===== src/rtl/tdpram_core.sv =====
// True dual-port RAM core with a post-reset clear sweep, registered read ports
// (1-cycle latency), write-first on the same port and read-before-write across
// ports. Same-address accesses involving a write are counted as collisions.
module tdpram_core #(
  parameter int unsigned ADDR_W = 4,
  parameter int unsigned DATA_W = 8
) (
  input  logic              clk,
  input  logic              rst_n,
  // Port A (we_a active-low: 0 = write, 1 = read)
  input  logic              we_a,
  input  logic [ADDR_W-1:0] addr_a,
  input  logic [DATA_W-1:0] din_a,
  output logic [DATA_W-1:0] dout_a,
  // Port B (we_b active-low: 0 = write, 1 = read)
  input  logic              we_b,
  input  logic [ADDR_W-1:0] addr_b,
  input  logic [DATA_W-1:0] din_b,
  output logic [DATA_W-1:0] dout_b,
  // Status
  output logic              ready,
  output logic              coll,
  output logic [7:0]        coll_cnt
);

  localparam int unsigned Depth = 2 ** ADDR_W;
  localparam logic [ADDR_W-1:0] SweepLast = {ADDR_W{1'b1}};

  typedef enum logic [0:0] {
    StInit,
    StReady
  } state_e;

  state_e state_q, state_d;

  logic [ADDR_W-1:0] sweep_q, sweep_d;

  logic [DATA_W-1:0] dout_a_q, dout_a_d;
  logic [DATA_W-1:0] dout_b_q, dout_b_d;
  logic              coll_q, coll_d;
  logic [7:0]        coll_cnt_q, coll_cnt_d;

  logic [DATA_W-1:0] mem_q [Depth];

  // Decoded access qualifiers
  logic in_ready;
  logic in_init;
  logic acc_a_wr;
  logic acc_b_wr;
  logic same_addr;

  // Memory write ports: port 0 is shared by the clear sweep and port A
  logic              mem_we0;
  logic [ADDR_W-1:0] mem_waddr0;
  logic [DATA_W-1:0] mem_wdata0;
  logic              mem_we1;
  logic [ADDR_W-1:0] mem_waddr1;
  logic [DATA_W-1:0] mem_wdata1;

  // Access decode; all port activity is masked until the sweep has finished
  always_comb begin
    in_ready  = (state_q == StReady);
    in_init   = (state_q == StInit);
    acc_a_wr  = in_ready & ~we_a;
    acc_b_wr  = in_ready & ~we_b;
    same_addr = (addr_a == addr_b);
  end

  // FSM next state: sweep one word per cycle, then hold READY until reset
  always_comb begin
    state_d = state_q;
    sweep_d = sweep_q;
    case (state_q)
      StInit: begin
        sweep_d = sweep_q + ADDR_W'(1);
        if (sweep_q == SweepLast) begin
          state_d = StReady;
        end
      end
      StReady: begin
        state_d = StReady;
      end
      default: begin
        state_d = StInit;
        sweep_d = '0;
      end
    endcase
  end

  // Memory write steering; nothing is written in a reset cycle
  always_comb begin
    mem_we0    = 1'b0;
    mem_waddr0 = addr_a;
    mem_wdata0 = din_a;
    mem_we1    = 1'b0;
    mem_waddr1 = addr_b;
    mem_wdata1 = din_b;

    if (in_init) begin
      mem_we0    = rst_n;
      mem_waddr0 = sweep_q;
      mem_wdata0 = '0;
    end else begin
      mem_we0 = rst_n & acc_a_wr;
    end

    // Port A wins when both ports write the same word
    mem_we1 = rst_n & acc_b_wr & ~(acc_a_wr & same_addr);
  end

  // Read data and collision tracking next state
  always_comb begin
    dout_a_d   = '0;
    dout_b_d   = '0;
    coll_d     = 1'b0;
    coll_cnt_d = coll_cnt_q;

    if (in_ready) begin
      // Own-port write shows the new data; otherwise the pre-edge contents,
      // which gives read-before-write against the other port
      dout_a_d = acc_a_wr ? din_a : mem_q[addr_a];
      dout_b_d = acc_b_wr ? din_b : mem_q[addr_b];

      coll_d = same_addr & (acc_a_wr | acc_b_wr);
      if (coll_d && (coll_cnt_q != 8'hFF)) begin
        coll_cnt_d = coll_cnt_q + 8'd1;
      end
    end
  end

  // Control and output registers with synchronous active-low reset
  always_ff @(posedge clk) begin
    if (!rst_n) begin
      state_q    <= StInit;
      sweep_q    <= '0;
      dout_a_q   <= '0;
      dout_b_q   <= '0;
      coll_q     <= 1'b0;
      coll_cnt_q <= 8'h00;
    end else begin
      state_q    <= state_d;
      sweep_q    <= sweep_d;
      dout_a_q   <= dout_a_d;
      dout_b_q   <= dout_b_d;
      coll_q     <= coll_d;
      coll_cnt_q <= coll_cnt_d;
    end
  end

  // Storage array; contents are cleared by the sweep rather than by reset
  always_ff @(posedge clk) begin
    if (mem_we0) begin
      mem_q[mem_waddr0] <= mem_wdata0;
    end
    if (mem_we1) begin
      mem_q[mem_waddr1] <= mem_wdata1;
    end
  end

  assign ready    = in_ready;
  assign dout_a   = dout_a_q;
  assign dout_b   = dout_b_q;
  assign coll     = coll_q;
  assign coll_cnt = coll_cnt_q;

endmodule


===== config.mk =====
export PLATFORM = sky130hd
export DESIGN_NAME = tdpram_core
export DESIGN_NICKNAME = d
export VERILOG_FILES = /design/src/rtl/tdpram_core.sv
export SDC_FILE = /design/constraint.sdc
export NUM_CORES = 1
export LEC_CHECK = 0
export CAP_MARGIN = 20
export CORE_MARGIN = 2
export CORE_UTILIZATION = 65
export DETAILED_ROUTE_END_ITERATION = 16
export PLACE_DENSITY = 0.95
export SYNTH_ARGS = -nofsm -noshare
export SYNTH_HDL_FRONTEND = slang
export SYNTH_SLANG_ARGS = --single-unit

===== constraint.sdc =====
create_clock -name clk -period 5.14 [get_ports clk]
set_input_delay 1.285 -clock clk [delete_from_list [all_inputs] [get_ports clk]]
set_output_delay 1.285 -clock clk [all_outputs]
set_load 0.05 [all_outputs]

==> results by group <==
Status
  • Status: completed

STA
  • Final Max Tran Viols: 0
  • Slew HR: between 20% and 30%
  • RSZ-0062 raised after global routing: false
  • Final Cycle Share: 78.7%
  • Fmax achieved: 247 MHz
  • Tmin final: ~4.0 ns
  • Setup TNS: 0 ns
  • Final Worst Setup Slack: between 1 and 1.5 ns
  • Fin Clk Skew: approximately 0.015 ns
  • Worst-Margin Slew: ~1.2 ns
  • WHS: approximately 0.54 ns
  • Final Hold Fails: 0
  • Setup Viol. Count Final: 0

Global route
  • Largest net degree at the start of global routing: 37
  • Global-route wire length before repair: approximately 43000 um
  • Total GRT Usage: between 40 and 50%
  • Antenna violations before repair: 0
  • Grt ovf: 0
  • Vias in the first global route: between 7000 and 8000

Floorplanning
  • Site Rows: 42
  • Core Box Area: approximately 13000 um2
  • Die width: between 100 and 150 um
  • # IOs: 54
  • Die area: approximately 15000 um2
  • Height of the die: 121 um
  • Initial core utilization: 66.9%

Pwr
  • P_leak: roughly 3.5 nW
  • Peak supply drop: approximately 250 uV
  • PD cells: roughly 300 nW/um2

Synth
  • Simple-gate share of the synthesized area: roughly 8.4%
  • Synth cell types: 50
  • Largest family of logic cells by synthesized area: multiplexers
  • Net Count, Synth: between 700 and 800
  • Ys flop type: edfxtp_1
  • Yosys reg bits: between 150 and 200
  • EDFF count, synth: about 130
  • Avg Inst Size Synth: 13.1 um2
  • Post-Synthesis Cells: 677
  • Post-synthesis adder-cell area fraction: less than 1%
  • Async SR Flop Fraction: 0%
  • Compound-cell area share of the yosys netlist: 11.1%
  • Xor-xnor portion of the synthesized cell area: less than 1%
  • Mapped cell area: ~9000 um2
  • Synth Warn #: 0
  • Post-synthesis mux area share: between 20% and 30%
  • Post-synthesis sequential area ratio: roughly half

Clock network
  • # clock sinks: between 150 and 200
  • Longest Clk Path Bufs: 2
  • H-tree Lvls: 4
  • TritonCTS clock tree: built
  • Total CTS buffers: 17
  • Clk slew on worst S/H paths: approximately 0.06 ns
  • Clk root buf: clkbuf_16
  • CTS Hold Buffers Added: 0
  • Worst skew pair latency: 0.45 ns
  • Post-CTS setup buffers: 0
  • PostCTS Resize Cnt: 0

Worst setup path
  • Kind of critical path: in2reg
  • Delay of the slowest critical-path stage: 0.76 ns
  • Worst path cell trace: clkdlybuf4s50_1 -> and2_1 -> nand3_1 -> a211oi_4 -> nand3b_2 -> o21ai_1 -> buf_4
  • Setup crit end kind: flop
  • Crit path arrival time: 4.19 ns
  • WP data required: between 5 and 6 ns
  • Slowest CP cell: clkdlybuf4s50_1
  • Critical-path maximum fanout: 10
  • Type of origin of the critical path: primary input

Route
  • Post-DR vias/cell: roughly 8.1
  • DR WL/cell: 31.6 um
  • DRC violations left: 0
  • Initial DRC count: ~1700
  • Post-route ant nets: 0
  • Total Routed Length: 28500 um
  • Drt pass-1 iters: 9
  • Via Count: ~7300

Finish
  • Final core area utilization: 76.6%
  • P&R area growth vs syn: 14.5%
  • Layout cell share with drive strength beyond 1: between 20% and 30%
  • Inserted Diodes: 0
  • Sequential cell area: 4440 um2
  • Multi-input logic area: approximately 4100 um2
  • NumNets Final: 742
  • Fill cell count: 699

Placed design
  • # port buffers: 53
  • DP HPWL: approximately 19000 um
  • Placer Congestion: 1.05
  • Pre-CTS setup slack: between 0.8 and 0.9 ns

Min path
  • Hold crit path type: reg2reg

Job
  • Max cap viols: 0
-- cell families after synthesis --
kind of cell,count (synthesis)
XOR/XNOR,10
buffers and inverters,72
adder cells (fa/ha/maj),2
flip-flops,158
AND/OR/NAND/NOR,151
AO/OA/AOI/OAI,144
multiplexers,140
-- cell usage after synthesis, types with 2 or more instances --
master / number / share of area (%)
edfxtp_1: 128 / 43
buf_4: 2 / 0.17
dfxtp_1: 30 / 6.8
nand2_1: 55 / 2.3
xor2_1: 2 / 0.20
o2111ai_1: 2 / 0.20
mux4_2: 64 / 16
nand3b_2: 2 / 0.25
o221ai_1: 8 / 0.79
a31oi_1: 4 / 0.28
buf_2: 13 / 0.73
clkbuf_1: 35 / 1.5
mux2i_1: 4 / 0.45
o21ai_2: 2 / 0.20
nand4_1: 11 / 0.77
mux2_2: 72 / 9.1
buf_6: 2 / 0.25
buf_1: 11 / 0.46
nor2b_1: 19 / 1.3
a221oi_1: 7 / 0.69
o21ai_0: 17 / 0.96
a211oi_1: 8 / 0.68
a22oi_1: 2 / 0.17
nor2_1: 29 / 1.2
and2_1: 10 / 0.70
o22ai_1: 69 / 4.9
a22o_1: 7 / 0.69
nor3b_1: 3 / 0.25
nor3_1: 4 / 0.23
nand3_1: 8 / 0.45
a21oi_1: 3 / 0.17
inv_1: 7 / 0.30
o21bai_1: 8 / 0.68
ha_1: 2 / 0.28
nand2b_1: 4 / 0.28
xnor2_1: 8 / 0.79
clkbuf_2: 2 / 0.11
-- report_power, final --
group | internal, W | total (W) | leakage, nW | switching, W
Combinational | 0.000102 | 0.000245 | 1.70 | 0.000143
Clock | 0.000837 | 0.00137 | 0.297 | 0.000531
Sequential | 0.00138 | 0.00139 | 1.50 | 0.0000116
-- path summary, 6_finish.rpt --
kind	endpoint	slack, ns	depth (start not counted)	start
min reg2reg	coll_cnt[6]	0.54	2	coll_cnt[6]
max reg2reg	mem_q[7][1]	1.60	7	ready
min	coll_cnt[6]	0.54	2	coll_cnt[6]
max	mem_q[7][1]	1.10	7	rst_n
-- per-stage QoR --
| step | total power, W | std cells | instance area [um2] |
|---|---|---|---|
| after global routing | 0.00304 | 901 | 10200 |
| after detailed placement | 0.00164 | 869 | 9560 |
| final | 0.00300 | 901 | 10200 |
| after global placement | 0.00164 | 864 | 9520 |
| after floorplan | 0.00157 | 677 | 8890 |
| after CTS | 0.00297 | 901 | 10200 |
-- metal layers --
layer	routed length, um	up-vias	track usage [%]
li1	-	2789	-
met1	8840	3392	48.1
met2	12600	842	61.4
met3	4210	280	14.1
met4	2820	3	31.3
met5	36	-	0
-- area by class of cell --
class                           count  area share (%)
Tap cell                          176            2.16
Clock inverter                     11            1.62
Inverter                            7           0.258
Multi-Input combinational cell    447            40.6
Clock buffer                       21            4.52
Timing Repair Buffer               81            7.15
Sequential cell                   158            43.6
-- state kept, by name (all words and copies together) (netlist names) --
register / flops
mem_q: 128
dout_b: 8
coll: 1
dout_a: 8
sweep_q: 4
coll_cnt: 8
ready: 1
-- critical path: cells and delay by family --
family | cells | cell delay, ns
buffers and inverters | 2 | 1.04
AOI/OAI and AO/OA | 2 | 0.81
and+or+nand+nor | 3 | 1.05
-- placed cells by master (no fill, tap or decap), types with 3 or more instances in the layout --
master           count
nand3_1              8
dfxtp_1             30
a31oi_1              4
o21bai_1             8
nor2b_1             19
buf_4               27
o21ai_0             13
o21ai_1              4
nor3b_1              3
bufinv_16            4
a221oi_1             7
mux2i_1              4
a211oi_1             8
o22ai_1             69
clkbuf_16           17
and2_1              10
mux4_2              64
buf_2                3
nor3_1               4
nand2b_1             4
clkdlybuf4s50_1     51
inv_1                7
clkinvlp_4           3
mux2_2              72
xnor2_1              8
a22o_1               7
edfxtp_1           128
nand4_1             11
o221ai_1             8
nand2_1             55
a21oi_1              3
nor2_1              29
(Power assumes the default switching activity.)
